[src/rtl/tap_window_gen.sv]
// ---------------------------------------------------------------------------
// tap_window_gen
//
// Turns a stream of 8-bit source pixels into a stream of 4-tap windows for the
// bicubic weight tables. Each row of ROW_LEN pixels yields exactly ROW_LEN
// windows {p[k-1], p[k], p[k+1], p[k+2]}. Indices are clamped to the row, so
// the edge pixels are replicated. Taps are presented in 8.7 fixed point as
// {pixel, 7'b0}.
//
// Parameters
//   ROW_LEN   pixels per source row (>= 3)
//   CNT_W     width of the column counter (must hold ROW_LEN)
//
// Ports
//   clk        single clock, all state on the rising edge
//   rst        synchronous active-high reset
//   pix_in     source pixel, unsigned
//   pix_valid  pix_in valid
//   pix_ready  pixel accepted this cycle when pix_valid is also high
//   in_0..in_3 taps p[k-1], p[k], p[k+1], p[k+2] as {pixel, 7'b0}
//   tap_valid  taps hold a valid window
//   tap_ready  downstream consumes the window when tap_valid is also high
//   tap_last   current window is the last of its row
// ---------------------------------------------------------------------------
module tap_window_gen #(
  parameter int ROW_LEN = 8,
  parameter int CNT_W   = 8
) (
  input  logic        clk,
  input  logic        rst,
  input  logic [7:0]  pix_in,
  input  logic        pix_valid,
  output logic        pix_ready,
  output logic [14:0] in_0,
  output logic [14:0] in_1,
  output logic [14:0] in_2,
  output logic [14:0] in_3,
  output logic        tap_valid,
  input  logic        tap_ready,
  output logic        tap_last
);

  typedef enum logic [1:0] {
    ST_FILL  = 2'd0,
    ST_RUN   = 2'd1,
    ST_FLUSH = 2'd2
  } state_t;

  localparam logic [CNT_W-1:0] COL_LAST = CNT_W'(ROW_LEN - 1);
  localparam logic [CNT_W-1:0] COL_ONE  = CNT_W'(1);

  state_t           state_r, state_s;
  logic [1:0]       fill_cnt_r, fill_cnt_s;
  logic [CNT_W-1:0] col_cnt_r, col_cnt_s;
  logic             flush_idx_r, flush_idx_s;

  // History of the last three accepted pixels: hist0 is the newest.
  // The window being produced is always {hist2, hist1, hist0, new_pix}.
  logic [7:0]       hist0_r, hist1_r, hist2_r;
  logic [7:0]       hist0_s, hist1_s, hist2_s;
  logic [7:0]       new_pix_s;

  logic             slot_free_s;
  logic             pix_ready_s;
  logic             load_s;
  logic             load_last_s;

  logic [14:0]      in_0_r, in_1_r, in_2_r, in_3_r;
  logic             tap_valid_r, tap_last_r;

  assign slot_free_s = !tap_valid_r || tap_ready;

  // Gate with rst so that nothing looks acceptable while reset is applied.
  assign pix_ready = pix_ready_s && !rst;

  assign in_0      = in_0_r;
  assign in_1      = in_1_r;
  assign in_2      = in_2_r;
  assign in_3      = in_3_r;
  assign tap_valid = tap_valid_r;
  assign tap_last  = tap_last_r;

  // Next-state, pixel acceptance and window-load decisions.
  always_comb begin
    state_s     = state_r;
    fill_cnt_s  = fill_cnt_r;
    col_cnt_s   = col_cnt_r;
    flush_idx_s = flush_idx_r;
    hist0_s     = hist0_r;
    hist1_s     = hist1_r;
    hist2_s     = hist2_r;
    new_pix_s   = hist0_r;
    pix_ready_s = 1'b0;
    load_s      = 1'b0;
    load_last_s = 1'b0;

    case (state_r)
      ST_FILL: begin
        // p[0] and p[1] never touch the output register, so they may be
        // taken even while the previous row's last window is still waiting.
        if (fill_cnt_r == 2'd2) begin
          pix_ready_s = slot_free_s;
        end else begin
          pix_ready_s = 1'b1;
        end

        if (pix_valid && pix_ready_s) begin
          col_cnt_s = col_cnt_r + COL_ONE;
          if (fill_cnt_r == 2'd0) begin
            // p[0] stands in for the clamped p[-1] as well.
            hist2_s    = pix_in;
            hist1_s    = pix_in;
            hist0_s    = pix_in;
            fill_cnt_s = 2'd1;
          end else if (fill_cnt_r == 2'd1) begin
            hist2_s    = hist1_r;
            hist1_s    = hist0_r;
            hist0_s    = pix_in;
            fill_cnt_s = 2'd2;
          end else begin
            hist2_s     = hist1_r;
            hist1_s     = hist0_r;
            hist0_s     = pix_in;
            new_pix_s   = pix_in;
            load_s      = 1'b1;
            fill_cnt_s  = 2'd0;
            flush_idx_s = 1'b0;
            // A 3-pixel row has just received its final pixel.
            if (ROW_LEN == 3) begin
              state_s = ST_FLUSH;
            end else begin
              state_s = ST_RUN;
            end
          end
        end else begin
          fill_cnt_s = fill_cnt_r;
        end
      end

      ST_RUN: begin
        pix_ready_s = slot_free_s;
        if (pix_valid && pix_ready_s) begin
          hist2_s   = hist1_r;
          hist1_s   = hist0_r;
          hist0_s   = pix_in;
          new_pix_s = pix_in;
          load_s    = 1'b1;
          col_cnt_s = col_cnt_r + COL_ONE;
          if (col_cnt_r == COL_LAST) begin
            state_s     = ST_FLUSH;
            flush_idx_s = 1'b0;
          end else begin
            state_s = ST_RUN;
          end
        end else begin
          state_s = ST_RUN;
        end
      end

      ST_FLUSH: begin
        // The right edge is replicated by feeding hist0 back in as p[k+2].
        pix_ready_s = 1'b0;
        if (slot_free_s) begin
          hist2_s   = hist1_r;
          hist1_s   = hist0_r;
          hist0_s   = hist0_r;
          new_pix_s = hist0_r;
          load_s    = 1'b1;
          if (flush_idx_r == 1'b0) begin
            flush_idx_s = 1'b1;
          end else begin
            // Last window is now in the output register; FILL only takes
            // p[0]/p[1] until that window has been consumed.
            load_last_s = 1'b1;
            flush_idx_s = 1'b0;
            col_cnt_s   = {CNT_W{1'b0}};
            state_s     = ST_FILL;
          end
        end else begin
          state_s = ST_FLUSH;
        end
      end

      default: begin
        state_s     = ST_FILL;
        fill_cnt_s  = 2'd0;
        col_cnt_s   = {CNT_W{1'b0}};
        flush_idx_s = 1'b0;
      end
    endcase
  end

  // Control state and pixel history.
  always_ff @(posedge clk) begin
    if (rst) begin
      state_r     <= ST_FILL;
      fill_cnt_r  <= 2'd0;
      col_cnt_r   <= {CNT_W{1'b0}};
      flush_idx_r <= 1'b0;
      hist0_r     <= 8'd0;
      hist1_r     <= 8'd0;
      hist2_r     <= 8'd0;
    end else begin
      state_r     <= state_s;
      fill_cnt_r  <= fill_cnt_s;
      col_cnt_r   <= col_cnt_s;
      flush_idx_r <= flush_idx_s;
      hist0_r     <= hist0_s;
      hist1_r     <= hist1_s;
      hist2_r     <= hist2_s;
    end
  end

  // Output window register: load, drain on consume, otherwise hold.
  always_ff @(posedge clk) begin
    if (rst) begin
      in_0_r      <= 15'd0;
      in_1_r      <= 15'd0;
      in_2_r      <= 15'd0;
      in_3_r      <= 15'd0;
      tap_valid_r <= 1'b0;
      tap_last_r  <= 1'b0;
    end else if (load_s) begin
      in_0_r      <= {hist2_r, 7'b0000000};
      in_1_r      <= {hist1_r, 7'b0000000};
      in_2_r      <= {hist0_r, 7'b0000000};
      in_3_r      <= {new_pix_s, 7'b0000000};
      tap_valid_r <= 1'b1;
      tap_last_r  <= load_last_s;
    end else if (tap_ready) begin
      tap_valid_r <= 1'b0;
      tap_last_r  <= 1'b0;
    end else begin
      tap_valid_r <= tap_valid_r;
      tap_last_r  <= tap_last_r;
    end
  end

endmodule
[config.mk]
export PLATFORM = sky130hd
export DESIGN_NAME = tap_window_gen
export DESIGN_NICKNAME = d
export VERILOG_FILES = /design/src/rtl/tap_window_gen.sv
export SDC_FILE = /design/constraint.sdc
export NUM_CORES = 1
export LEC_CHECK = 0
export ABC_AREA = 1
export BUFFER_PORTS_ARGS = -buffer_cell sky130_fd_sc_hd__buf_2
export CORE_MARGIN = 1
export CORE_UTILIZATION = 50
export CTS_CLUSTER_SIZE = 40
export DETAILED_ROUTE_END_ITERATION = 10
export GPL_ROUTABILITY_DRIVEN = 0
export PLACE_DENSITY = 0.74
export REMOVE_ABC_BUFFERS = 1
export SETUP_SLACK_MARGIN = 0.2
export SYNTH_ARGS = -nofsm -noshare
export SYNTH_HDL_FRONTEND = slang
export SYNTH_SLANG_ARGS = --single-unit
[constraint.sdc]
create_clock -name clk -period 2.7 [get_ports clk]
set_clock_uncertainty 0.2 [all_clocks]
set_input_delay 0 -clock clk [delete_from_list [all_inputs] [get_ports clk]]
set_output_delay 0 -clock clk [all_outputs]
set_load 0.1 [all_outputs]
==> impl_metrics.env <==
export IMPL_grt_max_degree=35
export IMPL_ys_seq_area_share_pct=38.9
export IMPL_rsz0062_at_grt="no"
export IMPL_crit_required_ns=2.75
export IMPL_path_class="reg -> reg"
export IMPL_cts_tree="yes"
export IMPL_async_reset_ff_share_pct=0
export IMPL_root_buffer="clkbuf_8"
export IMPL_dieArea_sq_mm=0.00764
export IMPL_clk_path_buf_depth=2
export IMPL_io_pins=75
export IMPL_drt_iter0_drc=158
export IMPL_num_vias=3437
export IMPL_cts_sinks=71
export IMPL_std_cell_rows=30
export IMPL_crit_path_start_kind="flip-flop"
export IMPL_area_delta_synth_final_pct=18.9
export IMPL_hold_viol=0
export IMPL_firstDrtPassIters=5
export IMPL_synth_avg_cell_area_sq_um=6.82
export IMPL_slew_viol_final=0
export IMPL_final_nets=621
export IMPL_ant_nets=0
export IMPL_ys_flop_type="dfxtp_1"
export IMPL_hp_class="reg -> reg"
export IMPL_cts_inserted_buffers=9
export IMPL_synth_edff_count=0
export IMPL_status="completed"
export IMPL_worstMarginPinSlew_ns=0.833
export IMPL_crit_path_max_fanout=8
export IMPL_synth_largest_area_cell="dfxtp_1"
export IMPL_setup_viol=0
export IMPL_clk_insertion_delay_late_ns=0.36
export IMPL_netlist_top_cells_area="dfxtp_1, nand2_1, nor2_1"
export IMPL_grt_pass1_wl_microns=12900
export IMPL_crit_path_end_kind="flip-flop"
export IMPL_via_per_inst=4.88
export IMPL_syn_area_sq_mm=0.00365
export IMPL_coreArea_sq_mm=0.00691
export IMPL_path_clk_slew_ns=0.08
export IMPL_drive_above_1_share_pct=17.1
export IMPL_period_needed_ns=2.47
export IMPL_regArea_sq_mm=0.00142
export IMPL_maxCapViolCount=0
export IMPL_yosysWarnings=0
export IMPL_drc=0
export IMPL_start_util_pct=52.8
export IMPL_hpwl_microns=5300
export IMPL_ys_top_cells_by_count="nand2_1, nor2_1, dfxtp_1"
export IMPL_fin_tns_setup_ns=0
export IMPL_crit_arrival_ns=2.52
export IMPL_yosys_register_bits=71
export IMPL_yosysMostFrequentCell="nand2_1"
export IMPL_grt_pass1_vias=2900
export IMPL_synth_distinct_cells=34
export IMPL_grt_overflow=0
export IMPL_fp_dieW_microns=87.4
export IMPL_slew_headroom_pct=44.4
export IMPL_reg2regPathDepth=9
export IMPL_antenna_found_initial=0
export IMPL_die_h_microns=87.4
export IMPL_wl_per_cell_microns=11.7
export IMPL_place_area_sq_mm=0.00383
export IMPL_multi_input_area_sq_mm=0.00184
export IMPL_pre_cts_ws_ns=0.545
export IMPL_totalWireLength_microns=8260
export IMPL_fillers=643
export IMPL_whs_path_depth=2
export IMPL_grt_use_total_pct=21.6
export IMPL_timing_final_ws_setup_ns=0.230
export IMPL_netlist_instances=535
export IMPL_htreeDepth=3
export IMPL_fmax_mhz=405
export IMPL_synth_top_area_share_pct=38.9
export IMPL_fin_area_sq_mm=0.00434
export IMPL_io_buffer_count=46
export IMPL_insertedDiodeCount=0
export IMPL_fin_crit_sh_pct=91.5
registers in the layout, summed over array words and instances, names as in the netlist, 2 cells and up:
register	cells
col_cnt_r	8
fill_cnt_r	2
hist0_r	8
hist1_r	8
hist2_r	8
in_0	8
in_1	8
in_2	8
in_3	8
state_r	2
kinds of logic (layout without fill, tap and decap cells):
family                     after synthesis  in the layout  share of synthesized area, %
adders and majority gates                5              5                          1.71
AOI/OAI and AO/OA                       69             69                          11.1
and+or+nand+nor                        282            283                          32.2
muxes                                    1              1                         0.274
buffers and inverters                  103            149                          14.9
DFF                                     71             71                          38.9
xor gates and xnor gates                 3              3                         0.720
other                                    1             28                         0.103
final cells by class:
type                            count  area share (%)
Sequential cell                    71            32.8
Multi-Input combinational cell    389            42.4
Clock inverter                      5            1.90
Timing Repair Buffer               80            12.4
Inverter                           53            4.67
Clock buffer                       11            3.03
Tap cell                           96            2.77
through the flow:
step / std cells / hold WS [ns] / utilization [%]
after floorplan: 512 / -0.131 / -
after global placement: 663 / 0.110 / 55.5
after detailed placement: 663 / 0.116 / 55.5
after CTS: 698 / 0.284 / 61.4
after global routing: 705 / 0.309 / 62.8
final: 705 / 0.280 / 62.8
routing by layer:
| layer | share of wire, % | global-route usage [%] | vias up |
|---|---|---|---|
| met5 | 0 | 0 | - |
| met3 | 6.0 | 4.93 | 15 |
| met4 | 1.5 | 7.00 | 0 |
| met2 | 47 | 37.7 | 129 |
| met1 | 45 | 26.1 | 1544 |
| li1 | - | - | 1749 |
layout by cell type (no fill, tap or decap), types with 2 or more instances in the layout:
cell,n
dlygate4sd3_1,16
buf_2,46
nand2_4,2
nor3_1,2
nand3_1,18
bufinv_16,2
clkbuf_1,2
nand4_1,3
inv_2,4
a21oi_1,12
nand2_2,3
conb_1,28
a211oi_2,3
a211oi_1,5
clkinv_4,2
nor2_1,117
nand3_4,3
o21ai_1,6
inv_1,48
nand2_1,130
clkbuf_8,9
dfxtp_2,2
xor2_1,2
dfxtp_1,69
o21ai_0,38
buf_4,17
o21bai_1,2
ha_1,3
worst paths after layout:
check | start | endpoint | slack (ns)
worst max-delay path | state_r[1] | hist0_r[7] | 0.23
worst max register to register | state_r[1] | hist0_r[7] | 0.23
worst min register to register | in_1[13] | in_1[13] | 0.28
worst min-delay path | in_1[13] | in_1[13] | 0.28
worst max-delay path: stages (launching register included):
cell and delay (ns):
dfxtp_2 0.36, inv_1 0.08, ha_4 0.19, buf_4 0.16, nor2_4 0.19, clkinvlp_4 0.19
buf_4 0.18, nand3_4 0.14, a211oi_1 0.09, dlygate4sd3_1 0.58
repair_timing:
action,in CTS,in global routing
endpoints found under the hold margin,42,0
gates resized for setup,0,11
buffers inserted,0,9
hold buffers,19,0
setup endpoints to repair,0,9
Power is left out: the tool's default activity adds up to more than one toggle a clock period on the data nets, which glitch-free logic cannot reach.
